$ cat config.mk
export PLATFORM = sky130hd
export DESIGN_NAME = grid_access_arbiter
export DESIGN_NICKNAME = d
export VERILOG_FILES = /design/src/rtl/grid_access_arbiter_pkg.sv /design/src/rtl/grid_access_arbiter_rr_pick.sv /design/src/rtl/grid_access_arbiter.sv
export SDC_FILE = /design/constraint.sdc
export NUM_CORES = 1
export LEC_CHECK = 0
export CAP_MARGIN = 5
export CORE_ASPECT_RATIO = 1.4
export CORE_MARGIN = 2
export CORE_UTILIZATION = 50
export CTS_CLUSTER_DIAMETER = 50
export DETAILED_ROUTE_END_ITERATION = 12
export PLACE_DENSITY = 0.85
export SLEW_MARGIN = 40
export SYNTH_ARGS = -nofsm -noshare
export SYNTH_HDL_FRONTEND = slang
export SYNTH_SLANG_ARGS = --single-unit
export TNS_END_PERCENT = 1
$ cat constraint.sdc
create_clock -name clk -period 13.6 [get_ports clk]
set_input_delay 2.72 -clock clk [delete_from_list [all_inputs] [get_ports clk]]
set_output_delay 2.72 -clock clk [all_outputs]
set_load 0.01 [all_outputs]
$ cat src/rtl/grid_access_arbiter_pkg.sv
// Shared definitions for the placement-grid access arbiter: data width,
// free-cell marker, request op codes and controller state encodings.
package grid_access_arbiter_pkg;

    localparam int DATA_W = 32;

    // A cell holding this value is free and may be claimed.
    localparam logic signed [DATA_W-1:0] EMPTY = -1;

    localparam logic [1:0] OP_RD    = 2'b00;
    localparam logic [1:0] OP_WR    = 2'b01;
    localparam logic [1:0] OP_CLAIM = 2'b10;

    typedef enum logic [2:0] {
        ST_IDLE,
        ST_ISSUE,
        ST_WAIT,
        ST_CHECK,
        ST_WRITE,
        ST_DONE
    } state_t;

endpackage

$ cat src/rtl/grid_access_arbiter_rr_pick.sv
// Combinational round-robin pick: the first active requester at or after
// the pointer (wrapping) wins.
module rr_pick #(
    parameter int NREQ  = 2,
    parameter int IDX_W = (NREQ > 1) ? $clog2(NREQ) : 1
) (
    input  logic [NREQ-1:0]  req,
    input  logic [IDX_W-1:0] ptr,
    output logic [NREQ-1:0]  grant,
    output logic [IDX_W-1:0] idx,
    output logic             any
);

    logic [IDX_W-1:0] cand;

    // scan upward from the pointer and keep the first requester seen
    always_comb begin
        grant = '0;
        idx   = '0;
        any   = 1'b0;
        cand  = '0;
        for (int i = 0; i < NREQ; i++) begin
            cand = IDX_W'((int'(ptr) + i) % NREQ);
            if (!any && req[cand]) begin
                any         = 1'b1;
                grant[cand] = 1'b1;
                idx         = cand;
            end
        end
    end

endmodule

$ cat src/rtl/grid_access_arbiter.sv
// Arbitrates the single-port placement grid RAM between NREQ engines and
// performs read, write and atomic claim (test-and-set on EMPTY) on (x,y).
module grid_access_arbiter
    import grid_access_arbiter_pkg::*;
#(
    parameter int NREQ    = 2,
    parameter int N       = 6,
    parameter int ADDR_W  = 6,
    parameter int MEM_LAT = 1
) (
    input  logic                     clk,
    input  logic                     reset,
    input  logic [NREQ-1:0]          req,
    input  logic [2*NREQ-1:0]        op,
    input  logic [DATA_W*NREQ-1:0]   x,
    input  logic [DATA_W*NREQ-1:0]   y,
    input  logic [DATA_W*NREQ-1:0]   wdata,
    output logic [NREQ-1:0]          gnt,
    output logic [NREQ-1:0]          done,
    output logic [DATA_W-1:0]        rdata,
    output logic                     claim_ok,
    output logic                     oob,
    output logic                     busy,
    output logic                     mem_read,
    output logic                     mem_write,
    output logic [ADDR_W-1:0]        mem_addr,
    output logic [DATA_W-1:0]        mem_din,
    input  logic [DATA_W-1:0]        mem_dout
);

    localparam int IDX_W = $clog2(NREQ);
    localparam int CNT_W = 8;

    state_t                    state_q, state_d;
    logic [IDX_W-1:0]          ptr_q, ptr_d;
    logic [IDX_W-1:0]          id_q, id_d;
    logic [CNT_W-1:0]          cnt_q, cnt_d;
    logic [1:0]                op_q, op_d;
    logic signed [DATA_W-1:0]  x_q, x_d, y_q, y_d;
    logic [DATA_W-1:0]         wd_q, wd_d, rd_q, rd_d;
    logic [ADDR_W-1:0]         addr_q, addr_d;

    logic [NREQ-1:0]           gnt_d, done_d;
    logic [DATA_W-1:0]         rdata_d, mem_din_d;
    logic                      claim_ok_d, oob_d, busy_d, mem_read_d, mem_write_d;
    logic [ADDR_W-1:0]         mem_addr_d;

    logic [NREQ-1:0]           pick_grant;
    logic [IDX_W-1:0]          pick_idx;
    logic                      pick_any;
    logic [1:0]                sel_op;
    logic signed [DATA_W-1:0]  sel_x, sel_y;
    logic [DATA_W-1:0]         sel_wd;
    logic [NREQ-1:0]           id_onehot;

    function automatic logic in_range(input logic signed [DATA_W-1:0] v);
        return (v >= 0) && (v < N);
    endfunction

    rr_pick #(.NREQ(NREQ), .IDX_W(IDX_W)) u_pick (
        .req   (req),
        .ptr   (ptr_q),
        .grant (pick_grant),
        .idx   (pick_idx),
        .any   (pick_any)
    );

    // route the winning requester's operands to the latch inputs
    always_comb begin
        sel_op = OP_RD;
        sel_x  = '0;
        sel_y  = '0;
        sel_wd = '0;
        for (int i = 0; i < NREQ; i++) begin
            if (pick_idx == IDX_W'(i)) begin
                sel_op = op[2*i +: 2];
                sel_x  = x[DATA_W*i +: DATA_W];
                sel_y  = y[DATA_W*i +: DATA_W];
                sel_wd = wdata[DATA_W*i +: DATA_W];
            end
        end
        id_onehot        = '0;
        id_onehot[id_q]  = 1'b1;
    end

    // next state and next registered outputs; strobes and pulses default low
    always_comb begin
        state_d     = state_q;
        ptr_d       = ptr_q;
        id_d        = id_q;
        cnt_d       = cnt_q;
        op_d        = op_q;
        x_d         = x_q;
        y_d         = y_q;
        wd_d        = wd_q;
        rd_d        = rd_q;
        addr_d      = addr_q;
        gnt_d       = '0;
        done_d      = '0;
        rdata_d     = rdata;
        claim_ok_d  = claim_ok;
        oob_d       = oob;
        busy_d      = busy;
        mem_read_d  = 1'b0;
        mem_write_d = 1'b0;
        mem_addr_d  = mem_addr;
        mem_din_d   = mem_din;
        case (state_q)
            ST_IDLE: begin
                if (pick_any) begin
                    id_d    = pick_idx;
                    op_d    = sel_op;
                    x_d     = sel_x;
                    y_d     = sel_y;
                    wd_d    = sel_wd;
                    addr_d  = ADDR_W'(sel_x * N + sel_y);
                    rd_d    = '0;
                    gnt_d   = pick_grant;
                    busy_d  = 1'b1;
                    state_d = ST_ISSUE;
                end
            end
            ST_ISSUE: begin
                if (!(in_range(x_q) && in_range(y_q))) begin
                    done_d     = id_onehot;
                    rdata_d    = '0;
                    claim_ok_d = 1'b0;
                    oob_d      = 1'b1;
                    state_d    = ST_DONE;
                end else if (op_q == OP_WR) begin
                    mem_write_d = 1'b1;
                    mem_addr_d  = addr_q;
                    mem_din_d   = wd_q;
                    state_d     = ST_WRITE;
                end else begin
                    // plain reads, claims and the reserved op all start with a read
                    mem_read_d = 1'b1;
                    mem_addr_d = addr_q;
                    cnt_d      = '0;
                    state_d    = ST_WAIT;
                end
            end
            ST_WAIT: begin
                if (cnt_q == CNT_W'(MEM_LAT - 1)) begin
                    state_d = ST_CHECK;
                end else begin
                    cnt_d = cnt_q + 1'b1;
                end
            end
            ST_CHECK: begin
                rd_d = mem_dout;
                if (op_q == OP_CLAIM && mem_dout == EMPTY) begin
                    // still holding the RAM, so read-then-write is atomic
                    mem_write_d = 1'b1;
                    mem_din_d   = wd_q;
                    state_d     = ST_WRITE;
                end else begin
                    done_d     = id_onehot;
                    rdata_d    = mem_dout;
                    claim_ok_d = 1'b0;
                    oob_d      = 1'b0;
                    state_d    = ST_DONE;
                end
            end
            ST_WRITE: begin
                done_d     = id_onehot;
                rdata_d    = rd_q;
                claim_ok_d = (op_q == OP_CLAIM);
                oob_d      = 1'b0;
                state_d    = ST_DONE;
            end
            ST_DONE: begin
                ptr_d   = IDX_W'((int'(id_q) + 1) % NREQ);
                busy_d  = 1'b0;
                state_d = ST_IDLE;
            end
            default: state_d = ST_IDLE;
        endcase
    end

    // state, pointer and all outputs; reset aborts any operation in flight
    always_ff @(posedge clk) begin
        if (reset) begin
            state_q   <= ST_IDLE;
            ptr_q     <= '0;
            id_q      <= '0;
            cnt_q     <= '0;
            gnt       <= '0;
            done      <= '0;
            rdata     <= '0;
            claim_ok  <= 1'b0;
            oob       <= 1'b0;
            busy      <= 1'b0;
            mem_read  <= 1'b0;
            mem_write <= 1'b0;
            mem_addr  <= '0;
            mem_din   <= '0;
        end else begin
            state_q   <= state_d;
            ptr_q     <= ptr_d;
            id_q      <= id_d;
            cnt_q     <= cnt_d;
            gnt       <= gnt_d;
            done      <= done_d;
            rdata     <= rdata_d;
            claim_ok  <= claim_ok_d;
            oob       <= oob_d;
            busy      <= busy_d;
            mem_read  <= mem_read_d;
            mem_write <= mem_write_d;
            mem_addr  <= mem_addr_d;
            mem_din   <= mem_din_d;
        end
    end

    // latched request operands and captured read data (qualified by state)
    always_ff @(posedge clk) begin
        op_q   <= op_d;
        x_q    <= x_d;
        y_q    <= y_d;
        wd_q   <= wd_d;
        rd_q   <= rd_d;
        addr_q <= addr_d;
    end

endmodule

==> reports/summary.log <==
qor: global_routing.number_of_antenna_violations_at_the_first_check_in_global_routing 2
qor: timing.slew_violations 0
qor: detailed_routing.antenna_left 0
qor: worst_hold_path.hold_path_end mem_din[1]$_SDFFE_PP0P_
qor: floorplan.core.rowCount 60
qor: timing.max_freq 159 MHz
qor: floorplan.fp.dieW 123 µm
qor: clocking.cts_tree yes
qor: worst_setup_path.worst_setup_path_start_kind input pin
qor: timing.fin_hold_ws 457 ps
qor: synth.mappedNetlistNets 1042
qor: worst_setup_path.cp.buffers_inverters 6
qor: timing.skew 10.4 ps
qor: floorplan.dieArea 0.0210 mm²
qor: detailed_routing.detail_route.iter0.violations 409
qor: synth.synth-seq-area-share 0.591
qor: clocking.cts.htree.levels 1
qor: cells_and_area.final_common_cell clkdlybuf4s50_1
qor: floorplan.i_o_pin_cnt 311
qor: timing.maxSlewHeadroom 0.486
qor: worst_setup_path.r2r_start ptr_q$_SDFFE_PP0P_
qor: timing.layout_worst_path_cycle_share 0.463
qor: synth.synthTopCellsByArea edfxtp_1 (41%), dfxtp_1 (19%), mux2_2 (15%)
qor: worst_setup_path.critPathMaxFanout 20
qor: worst_setup_path.path_delay_family buffers and inverters
qor: floorplan.die_h 171 µm
qor: cells_and_area.drive_gt1_frac 0.163
qor: worst_hold_path.min_path_cells 2
qor: synth.postSynthAreaPerCell 12.4 µm²
qor: clocking.post-cts-setup-buffers 0
qor: worst_setup_path.crit_path_frequent_cell inv_1
qor: worst_setup_path.cp_slowest_cell fa_1
qor: synth.netlist-cell-type-count 49
qor: clocking.worstSkewPairLatency 500 ps
qor: clocking.post_cts.resized_instances 0
qor: global_routing.globalRoute.totalOverflow 0
qor: timing.report.final.setup_viol 0
qor: synth.synth-seq-cells 226
qor: cells_and_area.mostFrequentLayoutCells clkdlybuf4s50_1 (309), edfxtp_1 (134), mux2_2 (130)
qor: detailed_routing.vias_per_cell 5.39
qor: worst_setup_path.r2r_setup_slack 9740 ps
qor: clocking.ctsLongestPathBuffers 3
qor: clocking.number_of_sinks_handled_by_clock_tree_synthesis 226
qor: clocking.cts_hold_buffers 0
qor: timing.finalHoldViolCount 0
qor: cells_and_area.syn_to_final_growth 41.2%
qor: worst_setup_path.timing.critical_path.to_type flip-flop
qor: global_routing.grt_pass1_wl 37.2 mm
qor: clocking.numCtsBuffers 22
qor: synth.netlist.top_cell.by_area edfxtp_1
qor: placed_design.io_buffer_count 310
qor: flow_run.max_cap_viol_count 0
qor: worst_hold_path.class_of_the_most_critical_hold_timing_path flip-flop to flip-flop
qor: power_and_ir_drop.final_total_pwr 1.80 mW
qor: cells_and_area.layout.nets 1339
qor: detailed_routing.route.detailed.wl_per_inst 18.0 µm
qor: timing.fin_setup_tns 0 ps
qor: worst_setup_path.worst_ep_required_time 13830 ps
qor: worst_setup_path.timing.critical_path.slowest_cell_delay 560 ps
qor: synth.synth_top_cell_area_share 0.406
qor: worst_setup_path.criticalPathCategory input pin to flip-flop
qor: global_routing.grt_usage 0.226
qor: power_and_ir_drop.ir_drop 0.0968 mV
qor: worst_setup_path.timing.reg2reg.worst_path_depth 12
qor: power_and_ir_drop.power_density 129 mW/mm²
qor: global_routing.first_global_vias 7497
qor: power_and_ir_drop.leakage 5.41 nW
qor: detailed_routing.route.vias.total 7324
qor: worst_setup_path.timing.critical_path.arrival 6530 ps
qor: floorplan.floorplan.core_area 0.0194 mm²
qor: synth.ys_warn_count 0
qor: synth.post_synth_inst_count 798
qor: worst_setup_path.reg2reg_to addr_q[5]$_DFFE_PP_
qor: detailed_routing.remaining_drc_errors 0
qor: placed_design.finalWeightedCongestion 0.803
qor: placed_design.post-dp-hpwl 17.6 mm
qor: timing.final_critical_path_required_period 6300 ps
qor: worst_hold_path.min-delay-start mem_din[1]$_SDFFE_PP0P_
qor: global_routing.pin_count_of_the_biggest_net_entering_global_routing 83
qor: worst_setup_path.worstPathCellList clkdlybuf4s50_1, inv_1, o21ai_4, buf_8, buf_4, mux2_2, ha_1, inv_1, fa_1, inv_1, ha_1, a21oi_1, xnor2_1, xnor3_1
qor: detailed_routing.dr.pass1.iters 5
qor: detailed_routing.postRouteWirelength 24.5 mm
qor: synth.mapped_area 0.00992 mm²
qor: timing.worstMarginPinSlew 765 ps
qor: floorplan.start_util 0.512
qor: clocking.clock_tree.root_cell clkbuf_16
qor: clocking.clkTransAtPathRegs 60 ps
qor: timing.rsz0062_at_grt false
qor: status.status finished clean
cell type report:
class | count | area, µm²
multi-input cells | 512 | 3810
fillers | 1320 | 5370
well taps | 248 | 310
clock inverters | 7 | 53.8
repair buffers | 321 | 3240
flip-flops and latches | 226 | 5870
inverters | 12 | 50.0
diodes | 2 | 5.00
clock buffers | 32 | 661
synthesized netlist by cell type, drive strengths merged:
library cell	count
edfxtp	134
mux2	130
dfxtp	92
nand2	75
a21oi	47
nor2	46
mux2i	34
nor2b	34
and3	33
clkbuf	33
nor4	18
buf	15
nand3	13
inv	12
o21ai	12
nand4	11
ha	10
nor3	7
xnor2	5
xor2	5
nand2b	3
o21a	3
a21o	2
fa	2
nor3b	2
nor4b	2
or3	2
a2111oi	1
a211oi	1
a21bo	1
a311o	1
a31oi	1
a32o	1
and2	1
and4	1
nand4b	1
o211ai	1
o21ba	1
o21bai	1
o31a	1
o31ai	1
o41ai	1
xnor3	1
power by group:
group	switching (mW)	internal, mW	total (mW)
clock	0.244	0.354	0.598
combinational	0.160	0.158	0.318
sequential	0.0332	0.854	0.887
worst max-delay path by stage:
stage	start	to	slack, ps	depth (start not counted)
detailed placement	req[0]	addr_q[5]$_DFFE_PP_	6410	14
global route	req[0]	addr_q[5]$_DFFE_PP_	7110	14
floorplan	req[0]	addr_q[5]$_DFFE_PP_	7350	14
global placement	req[0]	addr_q[5]$_DFFE_PP_	6130	13
finish	req[0]	addr_q[5]$_DFFE_PP_	7300	14
CTS	req[0]	addr_q[5]$_DFFE_PP_	6900	14
logic make-up (layout without fill, tap and decap cells):
logic type                 count (synthesis)  count (layout)  synth area share
DFF                                      226             226             0.591
AOI/OAI and AO/OA                         76              76            0.0443
muxes                                    164             164             0.182
xor gates and xnor gates                  11              11            0.0111
other                                      0               2                 0
adders and majority gates                 12              12            0.0167
buffers and inverters                     60             372            0.0288
and+or+nand+nor                          249             249             0.126
per-layer routing:
metal  track usage  routed length (µm)
met1         0.245                8690
met5             0                   0
met4        0.0884                 867
met2         0.428               13400
met3        0.0390                1540
worst min-delay path, stage by stage (launching register included):
cell     delay (ps)
dfxtp_1         310
nand2_1          50
mux2i_1          50
flip-flops by register name, indices dropped and copies added (netlist names), 3 cells and up:
register and count:
mem_addr 6, y_q 32, addr_q 5, x_q 31
rd_q 32, wd_q 32, state_q 3, cnt_q 8
mem_din 32, rdata 32
through the flow:
step,area (µm²),instances,worst slack [ps],utilization
after global placement,13200,1314,6130,0.680
after detailed placement,13300,1318,6410,0.684
after global routing,14000,1360,7110,0.723
after CTS,14000,1357,6900,0.721
after floorplan,9920,798,7350,-
final,14000,1360,7300,0.723
Power figures use the tool's default switching activity.
